--- src/rtl/mshr_entry_alloc_if.sv ---
// MSHR entry allocator handshake bundle.
// Grant/free one-hot vectors plus the retire-path dealloc request.
interface mshr_entry_alloc_if #(
    parameter int ENTRY_NUM = 8
);
    localparam int ID_WIDTH = $clog2(ENTRY_NUM);

    logic                 alloc_req_vld;
    logic                 alloc_req_rdy;
    logic [ENTRY_NUM-1:0] alloc_onehot;
    logic [ENTRY_NUM-1:0] free_onehot;
    logic                 dealloc_vld;
    logic [ID_WIDTH-1:0]  dealloc_id;

    modport master (
        output alloc_req_vld,
        output dealloc_vld,
        output dealloc_id,
        input  alloc_req_rdy,
        input  alloc_onehot,
        input  free_onehot
    );

    modport slave (
        input  alloc_req_vld,
        input  dealloc_vld,
        input  dealloc_id,
        output alloc_req_rdy,
        output alloc_onehot,
        output free_onehot
    );
endinterface

--- src/rtl/mshr_entry_alloc.sv ---
// MSHR entry allocator: round-robin free-entry pick, one grant per cycle,
// retire-path dealloc with illegal-release error pulse.
module mshr_entry_alloc #(
    parameter int ENTRY_NUM = 8
) (
    input  logic                         clk,
    input  logic                         rst_n,
    mshr_entry_alloc_if.slave            bus,
    output logic [ENTRY_NUM-1:0]         entry_valid,
    output logic [$clog2(ENTRY_NUM):0]   used_cnt,
    output logic                         full,
    output logic                         empty,
    output logic                         dealloc_err
);
    localparam int ID_WIDTH = $clog2(ENTRY_NUM);
    localparam int CNT_W    = ID_WIDTH + 1;
    localparam int PAD_N    = 1 << ID_WIDTH;

    logic [ENTRY_NUM-1:0] valid_q, valid_d;
    logic [ENTRY_NUM-1:0] free_oh;
    logic [ENTRY_NUM-1:0] dealloc_oh;
    logic [PAD_N-1:0]     valid_pad;
    logic [ID_WIDTH-1:0]  rr_q, rr_d;
    logic [ID_WIDTH-1:0]  sel;
    logic [CNT_W-1:0]     cnt_q, cnt_d;
    logic                 err_q, err_d;
    logic                 found;
    logic                 fire;
    logic                 dealloc_ok;
    int                   idx;

    // Scan from rr_q with explicit wrap so any ENTRY_NUM works.
    always_comb begin
        free_oh = '0;
        sel     = '0;
        found   = 1'b0;
        idx     = 0;
        for (int i = 0; i < ENTRY_NUM; i++) begin
            idx = int'(rr_q) + i;
            if (idx >= ENTRY_NUM) idx = idx - ENTRY_NUM;
            if (!found && !valid_q[idx]) begin
                found        = 1'b1;
                free_oh[idx] = 1'b1;
                sel          = ID_WIDTH'(idx);
            end
        end
    end

    assign bus.free_onehot   = free_oh;
    assign bus.alloc_req_rdy = |free_oh;
    assign fire              = bus.alloc_req_vld & bus.alloc_req_rdy;
    assign bus.alloc_onehot  = fire ? free_oh : '0;

    // Padded view keeps out-of-range ids from indexing past the vector.
    assign valid_pad  = PAD_N'(valid_q);
    assign dealloc_oh = ENTRY_NUM'(1) << bus.dealloc_id;
    assign dealloc_ok = bus.dealloc_vld
                      && (int'(bus.dealloc_id) < ENTRY_NUM)
                      && valid_pad[bus.dealloc_id];

    always_comb begin
        valid_d = valid_q;
        rr_d    = rr_q;
        cnt_d   = cnt_q;
        err_d   = bus.dealloc_vld & ~dealloc_ok;
        if (fire) begin
            valid_d = valid_d | free_oh;
            rr_d    = (sel == ID_WIDTH'(ENTRY_NUM - 1)) ? '0 : sel + 1'b1;
        end
        if (dealloc_ok) valid_d = valid_d & ~dealloc_oh;
        unique case ({fire, dealloc_ok})
            2'b10:   cnt_d = cnt_q + 1'b1;
            2'b01:   cnt_d = cnt_q - 1'b1;
            default: cnt_d = cnt_q;
        endcase
    end

    always_ff @(posedge clk) begin
        if (!rst_n) begin
            valid_q <= '0;
            rr_q    <= '0;
            cnt_q   <= '0;
            err_q   <= 1'b0;
        end else begin
            valid_q <= valid_d;
            rr_q    <= rr_d;
            cnt_q   <= cnt_d;
            err_q   <= err_d;
        end
    end

    assign entry_valid = valid_q;
    assign used_cnt    = cnt_q;
    assign dealloc_err = err_q;
    assign full        = (cnt_q == CNT_W'(ENTRY_NUM));
    assign empty       = (cnt_q == '0);

    always @(posedge clk) begin
        if (rst_n) begin
            assert (cnt_q == CNT_W'($countones(valid_q)));
            assert ($onehot0(bus.alloc_onehot));
            assert ((bus.alloc_onehot & valid_q) == '0);
            assert (cnt_q <= CNT_W'(ENTRY_NUM));
        end
    end
endmodule
--- src/flat_wrapper.sv ---
// flat-port wrapper written by rule: the top's interface ports become plain ports
module mshr_entry_alloc_flat 
#(
    parameter int ENTRY_NUM = 8
)
  (clk, rst_n, entry_valid, used_cnt, full, empty, dealloc_err, bus_alloc_req_vld, bus_dealloc_vld, bus_dealloc_id, bus_alloc_req_rdy, bus_alloc_onehot, bus_free_onehot);
  mshr_entry_alloc_if #(.ENTRY_NUM(ENTRY_NUM)) bus_i ();
  input  logic clk;
  input  logic rst_n;
  output logic [ENTRY_NUM-1:0] entry_valid;
  output logic [$clog2(ENTRY_NUM):0] used_cnt;
  output logic full;
  output logic empty;
  output logic dealloc_err;
  input wire logic [$bits(bus_i.alloc_req_vld)-1:0] bus_alloc_req_vld;
  input wire logic [$bits(bus_i.dealloc_vld)-1:0] bus_dealloc_vld;
  input wire logic [$bits(bus_i.dealloc_id)-1:0] bus_dealloc_id;
  output wire logic [$bits(bus_i.alloc_req_rdy)-1:0] bus_alloc_req_rdy;
  output wire logic [$bits(bus_i.alloc_onehot)-1:0] bus_alloc_onehot;
  output wire logic [$bits(bus_i.free_onehot)-1:0] bus_free_onehot;
  assign bus_i.alloc_req_vld = bus_alloc_req_vld;
  assign bus_i.dealloc_vld = bus_dealloc_vld;
  assign bus_i.dealloc_id = bus_dealloc_id;
  assign bus_alloc_req_rdy = bus_i.alloc_req_rdy;
  assign bus_alloc_onehot = bus_i.alloc_onehot;
  assign bus_free_onehot = bus_i.free_onehot;
  mshr_entry_alloc #(.ENTRY_NUM(ENTRY_NUM)) u_core (.clk(clk), .rst_n(rst_n), .bus(bus_i), .entry_valid(entry_valid), .used_cnt(used_cnt), .full(full), .empty(empty), .dealloc_err(dealloc_err));
endmodule
--- config.mk ---
export PLATFORM = sky130hd
export DESIGN_NAME = mshr_entry_alloc_flat
export DESIGN_NICKNAME = d
export VERILOG_FILES = /design/src/rtl/mshr_entry_alloc_if.sv /design/src/rtl/mshr_entry_alloc.sv /design/src/flat_wrapper.sv
export SDC_FILE = /design/constraint.sdc
export NUM_CORES = 1
export LEC_CHECK = 0
export BUFFER_PORTS_ARGS = -buffer_cell sky130_fd_sc_hd__clkbuf_2
export CORE_ASPECT_RATIO = 0.7
export CORE_MARGIN = 2
export CORE_UTILIZATION = 56
export DETAILED_ROUTE_END_ITERATION = 10
export PLACE_DENSITY = 0.79
export SYNTH_ARGS = -nofsm -noshare
export SYNTH_HDL_FRONTEND = slang
export SYNTH_SLANG_ARGS = --single-unit
--- constraint.sdc ---
create_clock -name clk -period 12.21 [get_ports clk]
set_input_delay 1.8315 -clock clk [delete_from_list [all_inputs] [get_ports clk]]
set_output_delay 1.8315 -clock clk [all_outputs]
set_load 0.05 [all_outputs]
Word level (Yosys, flattened, before mapping) --
Cells that the tools add are included.
Operators by class: $add $sub $neg 18, magnitude comparators 25, equality and inequality tests 4, shift-type cells 1, multiplexer cells 78, bitwise gates (word level) 13, reductions and logical operators 32
Operators with widths (number):
- $ge A32 B1 Y1 const B | 8
- $lt A32 B5 Y1 const B | 8
- $mux W32 | 8
- $ge A32 B5 Y1 const B | 7
- $sub A32 B5 Y32 const B | 7
- $mux W8 | 11
- $or A8 B8 Y8 | 8
- $mux W1 | 32
- $bmux W1 S3 | 9
- $mux W3 | 9
- $demux W1 S3 | 8
- $add A3 B3 Y4 const B | 4
- $logic_and A1 B1 Y1 | 16
- $logic_not A1 Y1 | 13
- $add A3 B2 Y4 const B | 2
- $and A8 B8 Y8 | 1
- $not A8 Y8 | 1
- $pmux W4 S2 | 1
- $reduce_or A8 Y1 | 1
- $shl A1 B3 Y8 const A | 1
- $sub A3 B4 Y5 const B | 1
- $add A3 B1 Y4 const B | 1
- $add A4 B1 Y4 const B | 1
- $eq A4 B4 Y1 const B | 1
- other kinds (11) | 12
Storage, ports and cells: register bits after elaboration 16, input port bits 7, output and inout bits 32

Logic depth before layout (Yosys ltp) --
Gate-level depths: netlist of the first run.
word-level depth 32, mapped depth 21, mapped depth without buffers 17

Worst setup path before layout of the first run --
OpenSTA, ideal clock, no wires.
path type reg2out, from register u_core.rr_q[1], to output bus_alloc_onehot[3], arrival time 4.619 ns, data required time 10.378 ns, path slack 5.759 ns, stages on the path, launching flop included 13, buffers on the path 3, cells stage by stage dfxtp_1 > clkbuf_1 > clkbuf_8 > inv_1 > ha_1 > buf_6 > mux2i_1 > mux4_2 > a2bb2oi_4 > nor4b_4 > mux2i_1 > o21ai_0 > and2_1
On the way: longest elaborated chain between the ends 30, elaborated cells between the ends (all ways) 140
RTL lines:
- start, declared | RTL line mshr_entry_alloc.sv:23 | logic [ID_WIDTH-1:0] rr_q, rr_d;
- start signal, assigned | RTL line mshr_entry_alloc.sv:86 | rr_q <= rr_d;
- branches (longest 26 deep; another with $sub A32 B5 Y32)
- $mux W8 (*) | RTL line mshr_entry_alloc.sv:41 | if (!found && !valid_q[idx]) begin
- via bus_free_onehot[3] | RTL line flat_wrapper.sv:20 | output wire logic [$bits(bus_i.free_onehot)-1:0] bus_free_onehot;
- $reduce_or A8 Y1 | RTL line mshr_entry_alloc.sv:50 | assign bus.alloc_req_rdy = |free_oh;
- $and A1 B1 Y1 | RTL line mshr_entry_alloc.sv:51 | assign fire = bus.alloc_req_vld & bus.alloc_req_rdy;
- $mux W8 (*) | RTL line mshr_entry_alloc.sv:52 | assign bus.alloc_onehot = fire ? free_oh : '0;
- end, declared | RTL line flat_wrapper.sv:19 | output wire logic [$bits(bus_i.alloc_onehot)-1:0] bus_alloc_onehot;
Mark *: on every way through the listed nets, which the timed path passes. The select of a mux whose other input is x is not followed.

Worst setup path in the final report of the first run --
from register u_core.rr_q[1], to output bus_alloc_req_rdy
On the way: longest elaborated chain between the ends 28, elaborated cells between the ends (all ways) 138
RTL lines:
- branches (longest 26 deep; another with $sub A32 B5 Y32)
- $mux W8 (*) | RTL line mshr_entry_alloc.sv:41
- $reduce_or A8 Y1 (*) | RTL line mshr_entry_alloc.sv:50
- end, declared | RTL line flat_wrapper.sv:18 | output wire logic [$bits(bus_i.alloc_req_rdy)-1:0] bus_alloc_req_rdy;
Every way passes the cells marked *. The select of a mux whose other input is x is not followed.

==> flow_summary.yaml, run 1 <==
status:
  status: "complete, no violations"
synthesis:
  muxShareOfSynthArea_pct: 22.70
  synth-warning-count: 0
  synth_cells: 324
  synth_area_um2: 2794
  seq_area_frac_synth_pct: 11.46
  ys_dominant_reg_cell: "dfxtp_1"
  async_flop_share_pct: 0
  synth-compound-area-share_pct: 22.79
  synth_nets: 344
  synth_top_family_by_area: "simple AND/OR/NAND/NOR gates"
  ys_seq_elements: 16
  synth-edff-count: 0
  synth_area_per_cell_um2: 8.623
  synth_xor_area_share_pct: 2.194
  synth-simple-area-share_pct: 26.06
  yosys.area_share.adder_pct: 6.090
  synth.distinct_cells: 69
die:
  start_util_pct: 58.42
  core_um2: 4782
  std_cell_rows: 21
  die_y_um: 63.10
  die_area_um2: 5579
  die_x_um: 88.43
  io_pins: 39
global_routing:
  grt_antenna_before_repair: 0
  grt_pass1_vias: 2612
  grt-ovfl-total: 0
  grt_pass1_wl_um: 14370
  grtUsageTotal_pct: 33.19
  grt_max_degree: 38
setup_path:
  cp_max_fo: 31
  critical_path_required_ns: 10.38
  critPathLaunchType: "flip-flop"
  r2r_setup_slack_ns: 6.08
  r2r_start: "u_core.rr_q[1]$_SDFFE_PN0N_"
  path_class: "flip-flop to output pin"
  worst_setup_path_end_kind: "output pin"
  cp_data_arrival_time_ns: 5.06
  r2r-end: "u_core.used_cnt[3]$_SDFFE_PN0P_"
  ff2ff_path_depth: 18
cells_and_area:
  fin_nets: 369
  fin_cells: 417
  drive_above_1_share_pct: 25.29
  area_growth_pct: 4.926
  antennaDiodeCount: 0
  final_util_pct: 61.30
  final_common_cell: "nand2_1"
  final_cell_mix: "nand2_1, clkbuf_2, nor2_1"
clock_network:
  max-clock-path-buffers: 2
  cts_root_buf: "clkbuf_8"
  cts_sinks: 16
  cts.reportedPaths.clkPinSlew_ns: 0.06
  clock_latency_ns: 0.24
  hold_buffers: 0
  cts_inserted_buffers: 3
  cts_tree: "yes"
  post_cts_resized: 0
  post_cts_buffers: 0
  htreeDepth: 1
timing:
  max_freq_ghz: 0.1450
  tightest_slew_ns: 1.014
  holdWs_ns: 0.5195
  setup-tns-final_ns: 0
  period_needed_ns: 6.894
  finalHoldViolations: 0
  skew_ns: 0.0007794
  rsz0062_at_grt: "no"
  maxSlewHeadroom_pct: 30.45
  period_share_pct: 56.46
  setup_violations: 0
  slew_viol_final: 0
hold_path:
  worstHoldStart: "u_core.used_cnt[3]$_SDFFE_PN0P_"
  min_path_cells: 2
  hold_class: "flip-flop to flip-flop"
  holdPathEnd: "u_core.used_cnt[3]$_SDFFE_PN0P_"
placed_design:
  placed_cells: 413
  gp_congestion: 0.9898
  post-dp-hpwl_um: 6697
  io_buffers: 38
route:
  routed_via_density: 7.082
  drtPass1Iterations: 5
  drc_errors: 0
  drtIter0Drc: 434
  num_vias: 2953
  wl_per_cell_um: 21.47
  wl_um: 8954
  ant_nets: 0
job:
  cap_viol_max_count: 0
power:
  cellLeakagePower_nw: 1.139
  p_per_area_nw_per_um2: 203.6
  ir_drop_v: 0.0001866
  totalPowerFinal_mw: 0.5967
==> cells by family after synthesis <==
| group | after synthesis |
|---|---|
| fa+ha+maj | 13 |
| simple gates | 139 |
| xor+xnor | 7 |
| compound gates | 77 |
| buf+inv | 29 |
| flops | 16 |
| mux | 43 |
==> layer usage <==
metal	global-route usage (%)	part of all wire (%)	wire, µm
met1	50.81	42	3751
met2	45.49	42	3736
met3	8.388	14	1213
met4	9.280	2.8	252
met5	0	0	0
==> worst max-delay path: stages, from the launching register on <==
cell and delay [ns]:
dfxtp_1 0.87, inv_1 0.28, ha_1 0.36, buf_4 0.35, mux2_2 0.39, mux4_2 0.54, a2bb2oi_4 0.50, nor2_1 0.22
a221oi_1 0.37, o311ai_2 0.23, nor4_2 0.33, nand2_1 0.09, clkbuf_2 0.25
==> stage by stage <==
| step | instance area [µm²] | setup slack, ns |
|---|---|---|
| 4_1_cts | 2932 | 5.429 |
| 3_3_place_gp | 2877 | 5.887 |
| 3_5_place_dp | 2877 | 5.715 |
| 6_report | 2932 | 5.316 |
| 2_1_floorplan | 2794 | 5.759 |
| 5_1_grt | 2932 | 5.009 |
==> synth_stat cells, types with 4 or more instances <==
cell type,count,area [µm²]
nand4_1,7,43.79
o21ai_0,14,70.07
nor4_1,4,25.02
o221a_2,7,78.83
o22ai_1,5,31.28
nand2_1,39,146.4
xor2_1,4,35.03
nor3_1,5,25.02
ha_1,12,150.1
inv_1,8,30.03
and2_1,9,56.30
nor2_1,34,127.6
clkbuf_8,6,82.58
mux2i_1,18,180.2
nand3_1,7,35.03
mux2_1,5,56.30
dfxtp_1,16,320.3
mux4_1,4,105.1
nand2b_1,6,37.54
mux2_2,4,45.04
a21oi_1,14,70.07
a221oi_1,5,43.79
clkbuf_1,6,22.52
o211ai_1,4,30.03
mux4_2,9,202.7
==> sequential cells by signal (all words and copies together), names as in the netlist <==
signal              flops
u_core.used_cnt         4
u_core.entry_valid      8
u_core.rr_q             3
u_core.dealloc_err      1
==> power by group <==
| part | total (mW) | leakage (nW) | internal, mW | switching (mW) |
|---|---|---|---|---|
| Sequential | 0.0887 | 0.130 | 0.0624 | 0.0263 |
| Clock | 0.0456 | 0.0288 | 0.0286 | 0.0170 |
| Combinational | 0.462 | 0.979 | 0.148 | 0.314 |
==> layout make-up <==
| type | instances | area [µm²] |
|---|---|---|
| Multi-Input combinational cell | 279 | 2231 |
| Clock buffer | 4 | 55.05 |
| Sequential cell | 16 | 320.3 |
| Timing Repair Buffer | 40 | 205.2 |
| Tap cell | 69 | 86.33 |
| Inverter | 9 | 33.78 |
| Fill cell | 443 | 1851 |
==> how the worst max path moves through the flow <==
stage	slack [ns]	depth (start not counted)	endpoint	startpoint
2_1_floorplan	5.76	12	bus_alloc_onehot[3]	u_core.rr_q[1]$_SDFFE_PN0N_
3_3_place_gp	5.89	12	bus_alloc_req_rdy	u_core.rr_q[1]$_SDFFE_PN0N_
3_5_place_dp	5.71	12	bus_alloc_req_rdy	u_core.rr_q[1]$_SDFFE_PN0N_
4_1_cts	5.43	12	bus_alloc_req_rdy	u_core.rr_q[1]$_SDFFE_PN0N_
5_1_grt	5.01	12	bus_alloc_req_rdy	u_core.rr_q[1]$_SDFFE_PN0N_
6_report	5.32	12	bus_alloc_req_rdy	u_core.rr_q[1]$_SDFFE_PN0N_
No activity file was read; power rests on OpenSTA's default activity.
==> run 2: changes to the inputs <==
Clock period 12.21 ns to 6.85 ns, I/O delays scaled along.
==> run 2 against run 1 <==
Critical endpoint unchanged. Sequential share of layout area down 0.056 points. Worst setup slack worse by 4.1 ns. First-iteration DRC count up 53%. Largest power group unchanged.
==> flow_summary.yaml, run 2 (same netlist as run 1, synthesis figures left out) <==
status:
  status: "complete, no violations"
setup_path:
  critical_path_required_ns: 5.82
  r2r-end: "u_core.used_cnt[3]$_SDFFE_PN0P_"
  critPathSlowestCell: "ha_1"
  cp_max_fo: 19
  critPathLaunchType: "flip-flop"
  worst_setup_path_end_kind: "output pin"
  crit_family: "multiplexers"
  r2r_setup_slack_ns: 1.26
  cp_data_arrival_time_ns: 4.58
  worstPathCellList: "inv_1, buf_4, ha_1, mux2_2, mux4_2, a2bb2oi_4, nor4b_4, mux2i_1, o221ai_4, nor4_2, nand2_1, clkbuf_2"
  ff2ff_path_depth: 18
  r2r_start: "u_core.rr_q[0]$_SDFFE_PN0N_"
  path_class: "flip-flop to output pin"
  cp.depth: 12
  crit_buf_inv: 3
  max_stage_delay_ns: 0.78
cells_and_area:
  fillers: 425
  final_util_pct: 61.62
  largest_reg_flops: 8
  final_cell_mix: "nand2_1, clkbuf_2, nor2_1"
  antennaDiodeCount: 0
  multi_input_area_um2: 2231
  final_common_cell: "nand2_1"
  drive_above_1_share_pct: 25.71
  area_growth_pct: 5.464
  fin_nets: 371
  register_area_um2: 320.3
  design_area_um2: 2947
power:
  p_per_area_nw_per_um2: 367.8
  ir_drop_v: 0.0003027
  cellLeakagePower_nw: 1.148
clock_network:
  post_cts_buffers: 0
  cts_tree: "yes"
  htreeDepth: 1
  clock_latency_ns: 0.26
  cts_inserted_buffers: 3
  max-clock-path-buffers: 2
  cts_root_buf: "clkbuf_8"
  hold_buffers: 0
  cts_sinks: 16
  cts.reportedPaths.clkPinSlew_ns: 0.07
  post_cts_resized: 0
timing:
  setup-tns-final_ns: 0
  skew_ns: 0.001419
  setup_violations: 0
  tightest_slew_ns: 1.078
  slew_viol_final: 0
  rsz0062_at_grt: "no"
  maxSlewHeadroom_pct: 26.06
  finalHoldViolations: 0
  period_needed_ns: 5.609
  period_share_pct: 81.88
  max_freq_ghz: 0.1783
route:
  wl_um: 9190
  drtPass1Iterations: 5
  drc_errors: 0
  wl_per_cell_um: 21.93
  routed_via_density: 6.962
  drtIter0Drc: 665
  ant_nets: 0
  num_vias: 2917
die:
  start_util_pct: 58.42
  die_y_um: 63.10
  core_um2: 4782
  die_x_um: 88.43
  std_cell_rows: 21
  io_pins: 39
  die_area_um2: 5579
global_routing:
  grtUsageTotal_pct: 33.78
  grt-ovfl-total: 0
  grt_pass1_wl_um: 14550
  grt_antenna_before_repair: 0
  grt_pass1_vias: 2612
  grt_max_degree: 38
hold_path:
  hold_class: "flip-flop to flip-flop"
  min_path_cells: 2
  worstHoldStart: "u_core.used_cnt[3]$_SDFFE_PN0P_"
  holdPathEnd: "u_core.used_cnt[3]$_SDFFE_PN0P_"
placed_design:
  gp_congestion: 1.009
  place_area_um2: 2892
  post-dp-hpwl_um: 7078
  io_buffers: 38
job:
  cap_viol_max_count: 0
run 2: cell count changes in the layout (fill, tap and decap cells not counted):
cell   previous run  this run
buf_4             2         4
run 2: worst max path at each step:
| stage | start | endpoint | slack [ns] |
|---|---|---|---|
| after CTS | u_core.rr_q[0]$_SDFFE_PN0N_ | bus_alloc_req_rdy | 1.30 |
| after detailed placement | u_core.rr_q[0]$_SDFFE_PN0N_ | u_core.used_cnt[3]$_SDFFE_PN0P_ | 1.32 |
| after global routing | u_core.rr_q[0]$_SDFFE_PN0N_ | u_core.used_cnt[3]$_SDFFE_PN0P_ | 0.91 |
| after floorplan | u_core.rr_q[1]$_SDFFE_PN0N_ | bus_alloc_onehot[3] | 1.20 |
| final | u_core.rr_q[0]$_SDFFE_PN0N_ | bus_alloc_req_rdy | 1.24 |
| after global placement | u_core.rr_q[0]$_SDFFE_PN0N_ | u_core.used_cnt[3]$_SDFFE_PN0P_ | 1.49 |
run 2: worst min-delay path: stages, from the launching register on:
cell and delay [ns]:
dfxtp_1 0.34, o21ai_0 0.10, a21oi_1 0.07
run 2: cell type report:
| class | instances | share of cell area [%] |
|---|---|---|
| Clock buffer | 4 | 1.868 |
| Inverter | 9 | 1.146 |
| Multi-Input combinational cell | 279 | 75.71 |
| Sequential cell | 16 | 10.87 |
| Tap cell | 69 | 2.930 |
| Timing Repair Buffer | 42 | 7.473 |
run 2: power breakdown:
group | switching, mW | internal, mW | total [mW]
Combinational | 0.574 | 0.271 | 0.845
Sequential | 0.0382 | 0.111 | 0.149
Clock | 0.0377 | 0.0512 | 0.0889
run 2: routing by layer:
metal	vias up	global-route usage [%]	share of wire, %
li1	1295	-	-
met1	1350	50.56	41
met2	239	46.15	41
met3	33	12.45	15
met4	0	6.629	2.6
met5	-	0	0
run 2: metrics by stage:
step                      total power [mW]  hold WS (ns)  std cells  worst slack [ns]
after detailed placement            0.9682        0.5386        415             1.321
final                                1.084        0.5500        419             1.241
after floorplan                     0.8165        0.7225        324             1.203
after global placement              0.9663        0.4979        415             1.488
after CTS                            1.061        0.5492        419             1.296
after global routing                 1.141        0.6299        419            0.9053
